**src/rtl/hazard_if.sv**
```systemverilog
// Hazard controller port bundle: pipeline status into the controller, stall/flush controls out.
interface hazard_if #(
  parameter int unsigned CNT_W = 16
);
  logic [4:0]       id_rs1;
  logic [4:0]       id_rs2;
  logic             id_use_rs1;
  logic             id_use_rs2;
  logic [4:0]       id_ex_rd;
  logic             id_ex_reg_write;
  logic             id_ex_mem_read;
  logic             id_ex_multicycle;
  logic             ex_branch_taken;
  logic             mem_busy;
  logic             pc_stall;
  logic             if_id_stall;
  logic             id_ex_stall;
  logic             ex_mem_stall;
  logic             id_ex_bubble;
  logic             if_id_flush;
  logic             busy;
  logic [CNT_W-1:0] stall_cycles;

  // Pipeline side: supplies hazard status, consumes controls.
  modport master (
    output id_rs1, id_rs2, id_use_rs1, id_use_rs2, id_ex_rd, id_ex_reg_write,
           id_ex_mem_read, id_ex_multicycle, ex_branch_taken, mem_busy,
    input  pc_stall, if_id_stall, id_ex_stall, ex_mem_stall, id_ex_bubble,
           if_id_flush, busy, stall_cycles
  );

  // Controller side.
  modport slave (
    input  id_rs1, id_rs2, id_use_rs1, id_use_rs2, id_ex_rd, id_ex_reg_write,
           id_ex_mem_read, id_ex_multicycle, ex_branch_taken, mem_busy,
    output pc_stall, if_id_stall, id_ex_stall, ex_mem_stall, id_ex_bubble,
           if_id_flush, busy, stall_cycles
  );
endinterface

```
**src/rtl/hazard_control.sv**
```systemverilog
// Hazard/stall controller for the 5-stage core: load-use, multi-cycle EX, memory wait
// and taken-branch squash, plus a saturating stall-cycle counter.
module hazard_control #(
  parameter int unsigned MC_LATENCY = 4,
  parameter int unsigned CNT_W      = 16
) (
  input  logic     clk,
  input  logic     rst,
  hazard_if.slave  hz
);

  localparam logic [3:0] CNT_LOAD = 4'(MC_LATENCY - 1);

  typedef enum logic {
    IDLE,
    MC_BUSY
  } state_t;

  state_t           state_q, state_d;
  logic [3:0]       cnt_q, cnt_d;
  logic [CNT_W-1:0] stall_cnt_q;

  logic load_use;
  logic pc_stall, if_id_stall, id_ex_stall, ex_mem_stall, id_ex_bubble, if_id_flush;

  // x0 is hardwired zero, so a load targeting it can never create a dependency.
  always_comb begin
    load_use = hz.id_ex_mem_read && hz.id_ex_reg_write && (hz.id_ex_rd != 5'd0) &&
               ((hz.id_use_rs1 && (hz.id_rs1 == hz.id_ex_rd)) ||
                (hz.id_use_rs2 && (hz.id_rs2 == hz.id_ex_rd)));
  end

  // Next state and controls, highest-priority cause first.
  always_comb begin
    state_d      = state_q;
    cnt_d        = cnt_q;
    pc_stall     = 1'b0;
    if_id_stall  = 1'b0;
    id_ex_stall  = 1'b0;
    ex_mem_stall = 1'b0;
    id_ex_bubble = 1'b0;
    if_id_flush  = 1'b0;
    if (rst) begin
      state_d = IDLE;
      cnt_d   = 4'd0;
    end else if (hz.mem_busy) begin
      // Whole pipe frozen; a pending branch stays visible in EX and flushes afterwards.
      pc_stall     = 1'b1;
      if_id_stall  = 1'b1;
      id_ex_stall  = 1'b1;
      ex_mem_stall = 1'b1;
    end else if (state_q == MC_BUSY) begin
      pc_stall     = 1'b1;
      if_id_stall  = 1'b1;
      id_ex_stall  = 1'b1;
      ex_mem_stall = 1'b1;
      if (cnt_q == 4'd1) begin
        state_d = IDLE;
        cnt_d   = 4'd0;
      end else begin
        cnt_d = cnt_q - 4'd1;
      end
    end else if (hz.ex_branch_taken) begin
      if_id_flush  = 1'b1;
      id_ex_bubble = 1'b1;
    end else if (hz.id_ex_multicycle) begin
      pc_stall     = 1'b1;
      if_id_stall  = 1'b1;
      id_ex_stall  = 1'b1;
      ex_mem_stall = 1'b1;
      cnt_d        = CNT_LOAD;
      state_d      = MC_BUSY;
    end else if (load_use) begin
      pc_stall     = 1'b1;
      if_id_stall  = 1'b1;
      id_ex_bubble = 1'b1;
    end
  end

  always_ff @(posedge clk) begin
    if (rst) begin
      state_q     <= IDLE;
      cnt_q       <= 4'd0;
      stall_cnt_q <= '0;
    end else begin
      state_q <= state_d;
      cnt_q   <= cnt_d;
      if (pc_stall && (stall_cnt_q != '1)) begin
        stall_cnt_q <= stall_cnt_q + CNT_W'(1);
      end
    end
  end

  assign hz.pc_stall     = pc_stall;
  assign hz.if_id_stall  = if_id_stall;
  assign hz.id_ex_stall  = id_ex_stall;
  assign hz.ex_mem_stall = ex_mem_stall;
  assign hz.id_ex_bubble = id_ex_bubble;
  assign hz.if_id_flush  = if_id_flush;
  assign hz.busy         = !rst && (state_q == MC_BUSY);
  assign hz.stall_cycles = rst ? '0 : stall_cnt_q;

endmodule
```
**src/flat_wrapper.sv**
```systemverilog
// flat-port wrapper written by rule: the top's interface ports become plain ports
module hazard_control_flat 
#(
  parameter int unsigned MC_LATENCY = 4,
  parameter int unsigned CNT_W      = 16
)
  (clk, rst, hz_id_rs1, hz_id_rs2, hz_id_use_rs1, hz_id_use_rs2, hz_id_ex_rd, hz_id_ex_reg_write, hz_id_ex_mem_read, hz_id_ex_multicycle, hz_ex_branch_taken, hz_mem_busy, hz_pc_stall, hz_if_id_stall, hz_id_ex_stall, hz_ex_mem_stall, hz_id_ex_bubble, hz_if_id_flush, hz_busy, hz_stall_cycles);
  hazard_if #(.CNT_W(CNT_W)) hz_i ();
  input  logic clk;
  input  logic rst;
  input wire logic [$bits(hz_i.id_rs1)-1:0] hz_id_rs1;
  input wire logic [$bits(hz_i.id_rs2)-1:0] hz_id_rs2;
  input wire logic [$bits(hz_i.id_use_rs1)-1:0] hz_id_use_rs1;
  input wire logic [$bits(hz_i.id_use_rs2)-1:0] hz_id_use_rs2;
  input wire logic [$bits(hz_i.id_ex_rd)-1:0] hz_id_ex_rd;
  input wire logic [$bits(hz_i.id_ex_reg_write)-1:0] hz_id_ex_reg_write;
  input wire logic [$bits(hz_i.id_ex_mem_read)-1:0] hz_id_ex_mem_read;
  input wire logic [$bits(hz_i.id_ex_multicycle)-1:0] hz_id_ex_multicycle;
  input wire logic [$bits(hz_i.ex_branch_taken)-1:0] hz_ex_branch_taken;
  input wire logic [$bits(hz_i.mem_busy)-1:0] hz_mem_busy;
  output wire logic [$bits(hz_i.pc_stall)-1:0] hz_pc_stall;
  output wire logic [$bits(hz_i.if_id_stall)-1:0] hz_if_id_stall;
  output wire logic [$bits(hz_i.id_ex_stall)-1:0] hz_id_ex_stall;
  output wire logic [$bits(hz_i.ex_mem_stall)-1:0] hz_ex_mem_stall;
  output wire logic [$bits(hz_i.id_ex_bubble)-1:0] hz_id_ex_bubble;
  output wire logic [$bits(hz_i.if_id_flush)-1:0] hz_if_id_flush;
  output wire logic [$bits(hz_i.busy)-1:0] hz_busy;
  output wire logic [$bits(hz_i.stall_cycles)-1:0] hz_stall_cycles;
  assign hz_i.id_rs1 = hz_id_rs1;
  assign hz_i.id_rs2 = hz_id_rs2;
  assign hz_i.id_use_rs1 = hz_id_use_rs1;
  assign hz_i.id_use_rs2 = hz_id_use_rs2;
  assign hz_i.id_ex_rd = hz_id_ex_rd;
  assign hz_i.id_ex_reg_write = hz_id_ex_reg_write;
  assign hz_i.id_ex_mem_read = hz_id_ex_mem_read;
  assign hz_i.id_ex_multicycle = hz_id_ex_multicycle;
  assign hz_i.ex_branch_taken = hz_ex_branch_taken;
  assign hz_i.mem_busy = hz_mem_busy;
  assign hz_pc_stall = hz_i.pc_stall;
  assign hz_if_id_stall = hz_i.if_id_stall;
  assign hz_id_ex_stall = hz_i.id_ex_stall;
  assign hz_ex_mem_stall = hz_i.ex_mem_stall;
  assign hz_id_ex_bubble = hz_i.id_ex_bubble;
  assign hz_if_id_flush = hz_i.if_id_flush;
  assign hz_busy = hz_i.busy;
  assign hz_stall_cycles = hz_i.stall_cycles;
  hazard_control #(.MC_LATENCY(MC_LATENCY), .CNT_W(CNT_W)) u_core (.clk(clk), .rst(rst), .hz(hz_i));
endmodule
```
**config.mk**
```make
export PLATFORM = sky130hd
export DESIGN_NAME = hazard_control_flat
export DESIGN_NICKNAME = d
export VERILOG_FILES = /design/src/rtl/hazard_if.sv /design/src/rtl/hazard_control.sv /design/src/flat_wrapper.sv
export SDC_FILE = /design/constraint.sdc
export NUM_CORES = 1
export LEC_CHECK = 0
export ABC_AREA = 0
export CAP_MARGIN = 30
export CORE_MARGIN = 1.5
export CORE_UTILIZATION = 30
export CTS_CLUSTER_DIAMETER = 30
export DETAILED_ROUTE_END_ITERATION = 10
export PLACE_DENSITY = 0.59
export REMOVE_ABC_BUFFERS = 1
export SLEW_MARGIN = 20
export SYNTH_ARGS = -nofsm -noshare
export SYNTH_HDL_FRONTEND = slang
export SYNTH_SLANG_ARGS = --single-unit
export TNS_END_PERCENT = 10
```
**constraint.sdc**
```tcl
create_clock -name clk -period 5 [get_ports clk]
set_input_delay 1 -clock clk [delete_from_list [all_inputs] [get_ports clk]]
set_output_delay 1 -clock clk [all_outputs]
set_load 0.05 [all_outputs]
```
==> flow_summary.json <==
{
  "first_pass_iters": 4,
  "finalNetCount": 235,
  "start_kind": "primary input",
  "gr-usage-met1": 0.195,
  "crit_chain": "clkdlybuf4s50_1 > xor2_1 > nor4_2 > a32oi_1 > nor3b_1 > nor2_1 > nor4_1 > clkdlybuf4s50_1",
  "path_common_cell": "clkdlybuf4s50_1",
  "synthTopCellsByCount": "21 x dfxtp_1, 21 x nor2_1, 14 x nor2b_1, 9 x mux2_2",
  "cts_hold_buf": 0,
  "grt_pass1_vias": 1223,
  "yosysUniqueCellTypes": 40,
  "antenna_found_initial": 0,
  "outcome": "finished, final reports clean",
  "ys_seq_area_frac": 0.315,
  "routed_wl_um": 3220,
  "htreeDepth": 1,
  "die_w_um": 69.6,
  "reg2reg_depth": 7,
  "io_buffers": 46,
  "critPathRequiredTime_ps": 4000,
  "grt_overflow_total": 0,
  "rrSetupSlack_ps": 2620,
  "relSlewSlack": 0.504,
  "ios": 47,
  "antenna_cells": 0,
  "power.density_nw_per_um2": 207,
  "crit_end": "hz_id_ex_bubble",
  "place_area_um2": 1830,
  "ir_worst_vdd_v": 0.000105,
  "cts_buffers": 3,
  "post-cts-setup-buffers": 0,
  "finalHoldViolations": 0,
  "drc": 0,
  "syn_inst": 163,
  "grt_usage": 0.136,
  "cp-startpoint": "hz_id_ex_rd[3]",
  "worstSetupPathDepth": 8,
  "syn_area_um2": 1330,
  "yosys-top-cells-area": "dfxtp_1 32%, mux2_2 7.6%, nor2b_1 6.6%, nor2_1 5.9%, xor2_1 5.3%",
  "critPathBufInv": 2,
  "vias_per_cell": 5.02,
  "crit_slowest_cell": "clkdlybuf4s50_1",
  "drt_iter0_drc": 43,
  "fin_cells": 259,
  "cp.arrival_ps": 3370,
  "worst_pin_slew_ps": 744,
  "drive_gt1_frac": 0.0773,
  "hold_path_class": "register to register",
  "crit_family": "buffers and inverters",
  "routabilityCongestion": 0.753,
  "clk_pin_slew_worst_paths_ps": 80,
  "grt_first_pass_wirelength_um": 5550,
  "rsz0062_at_grt": "no",
  "hold_ws_ps": 490,
  "grtUsageMet3": 0.0276,
  "initial_core_util": 0.308,
  "finalSetupViolations": 0,
  "synth_warnings": 0,
  "cts_root_buf": "clkbuf_8",
  "dp.cells": 255,
  "place_hpwl_um": 2400,
  "die_height_um": 69.6,
  "max_stage_delay_ps": 850,
  "yosys_most_used_dff": "dfxtp_1",
  "tns_ps": 0,
  "fmax_ghz": 0.229,
  "crit_fanout": 3,
  "clk_latency_ps": 260,
  "ant_nets": 0,
  "syn2layout_area_growth_pct": 40.4,
  "min_period_ps": 4370,
  "drv_slew": 0,
  "r2r_end": "u_core.stall_cnt_q[5]",
  "fp-row-count": 24,
  "synth_area_leader_cell": "dfxtp_1",
  "end_kind": "primary output",
  "grt_max_degree": 22,
  "postSynth.asyncResetShare": 0,
  "cts_tree": "built",
  "postSynthAreaPerCell_um2": 8.18,
  "vias": 1301,
  "die_area_um2": 4850,
  "timing.rr.start": "u_core.stall_cnt_q[0]",
  "cts_resized": 0,
  "fin_area_um2": 1870,
  "cap_violations": 0,
  "cts_sinks": 21,
  "fin_skew_ps": 8.49,
  "criticalPathCategory": "primary input to primary output",
  "finalCritPeriodShare": 0.874,
  "whs_path_depth": 2,
  "clk_path_buf_depth": 2,
  "top_usage_layer": "met2",
  "synth_edf_count": 0,
  "p_leak_uw": 0.000662,
  "synth_seq_cells": 21,
  "core_region_area_um2": 4320,
  "drt-wirelength-per-cell_um": 12.4,
  "grtUsageMet2": 0.207,
  "yosys.area.top_type_share": 0.315
}
[where the power goes]
part	internal (uW)	switching, uW
Sequential	173	6.37
Combinational	43.9	52.1
Clock	56.7	55.8
Total	274	114
[worst min-delay path by stage]
stage | startpoint | end | slack [ps]
2_1_floorplan | u_core.stall_cnt_q[3] | u_core.stall_cnt_q[3] | 450
3_3_place_gp | u_core.stall_cnt_q[9] | u_core.stall_cnt_q[9] | 480
3_5_place_dp | u_core.stall_cnt_q[9] | u_core.stall_cnt_q[9] | 480
4_1_cts | u_core.stall_cnt_q[9] | u_core.stall_cnt_q[9] | 490
5_1_grt | u_core.stall_cnt_q[9] | u_core.stall_cnt_q[9] | 510
6_report | u_core.stall_cnt_q[9] | u_core.stall_cnt_q[9] | 490
[cells in the final DEF, fill, tap and decap left out, types with 2 or more instances in the layout]
| master | instances |
|---|---|
| clkdlybuf4s50_1 | 46 |
| nor2_1 | 21 |
| dfxtp_1 | 21 |
| nor2b_1 | 14 |
| mux2_2 | 9 |
| inv_1 | 8 |
| xor2_1 | 8 |
| nand2_1 | 8 |
| nand3_1 | 6 |
| nor3_1 | 6 |
| a21oi_1 | 5 |
| o21ai_0 | 5 |
| o31ai_1 | 4 |
| a21o_1 | 3 |
| ha_1 | 3 |
| clkbuf_8 | 3 |
| nor4_2 | 2 |
| xnor2_1 | 2 |
| nor4_1 | 2 |
| a32oi_1 | 2 |
| or3_1 | 2 |
| nand2b_1 | 2 |
| nor3b_1 | 2 |
| and4_1 | 2 |
| and3_1 | 2 |
| nand4_1 | 2 |
| or4_1 | 2 |
| a211oi_1 | 2 |
| buf_4 | 2 |
[stage by stage]
stage,total power [uW],utilization,setup slack [ps]
final,388,0.433,628
after global routing,408,0.433,422
after CTS,392,0.433,593
after detailed placement,280,0.422,600
after global placement,280,0.422,640
after floorplan,235,-,354
[kinds of logic after synthesis]
group,count (synthesis),synth area share
xor gates and xnor gates,10,0.0657
buffers and inverters,16,0.0582
DFF,21,0.315
AOI/OAI and AO/OA,29,0.151
and+or+nand+nor,75,0.305
adders and majority gates,3,0.0282
muxes,9,0.0761
[per-layer routing]
metal | wire, um | up-vias
met1 | 1710 | 582
met4 | 20 | 0
li1 | - | 669
met5 | 0 | -
met2 | 1230 | 48
met3 | 254 | 2
[registers in the layout (all words and copies together) (netlist names)]
signal,count
u_core.stall_cnt_q,16
u_core.cnt_q,4
u_core.state_q,1
[final cells by class]
class / count / area (um^2)
Fill cell: 455 / 2450
Multi-Input combinational cell: 126 / 835
Timing Repair Buffer: 48 / 475
Sequential cell: 21 / 420
Tap cell: 52 / 65.1
Clock buffer: 4 / 45.0
Inverter: 8 / 30.0
[worst register-to-register path, stage by stage (launching register included)]
cell      delay [ps]
dfxtp_1          400
ha_1             190
and3_1           210
nand4_1          140
o21ai_0          180
o31a_1           640
nand2b_1         200
mux2_2           330
Power figures use the tool's default switching activity.
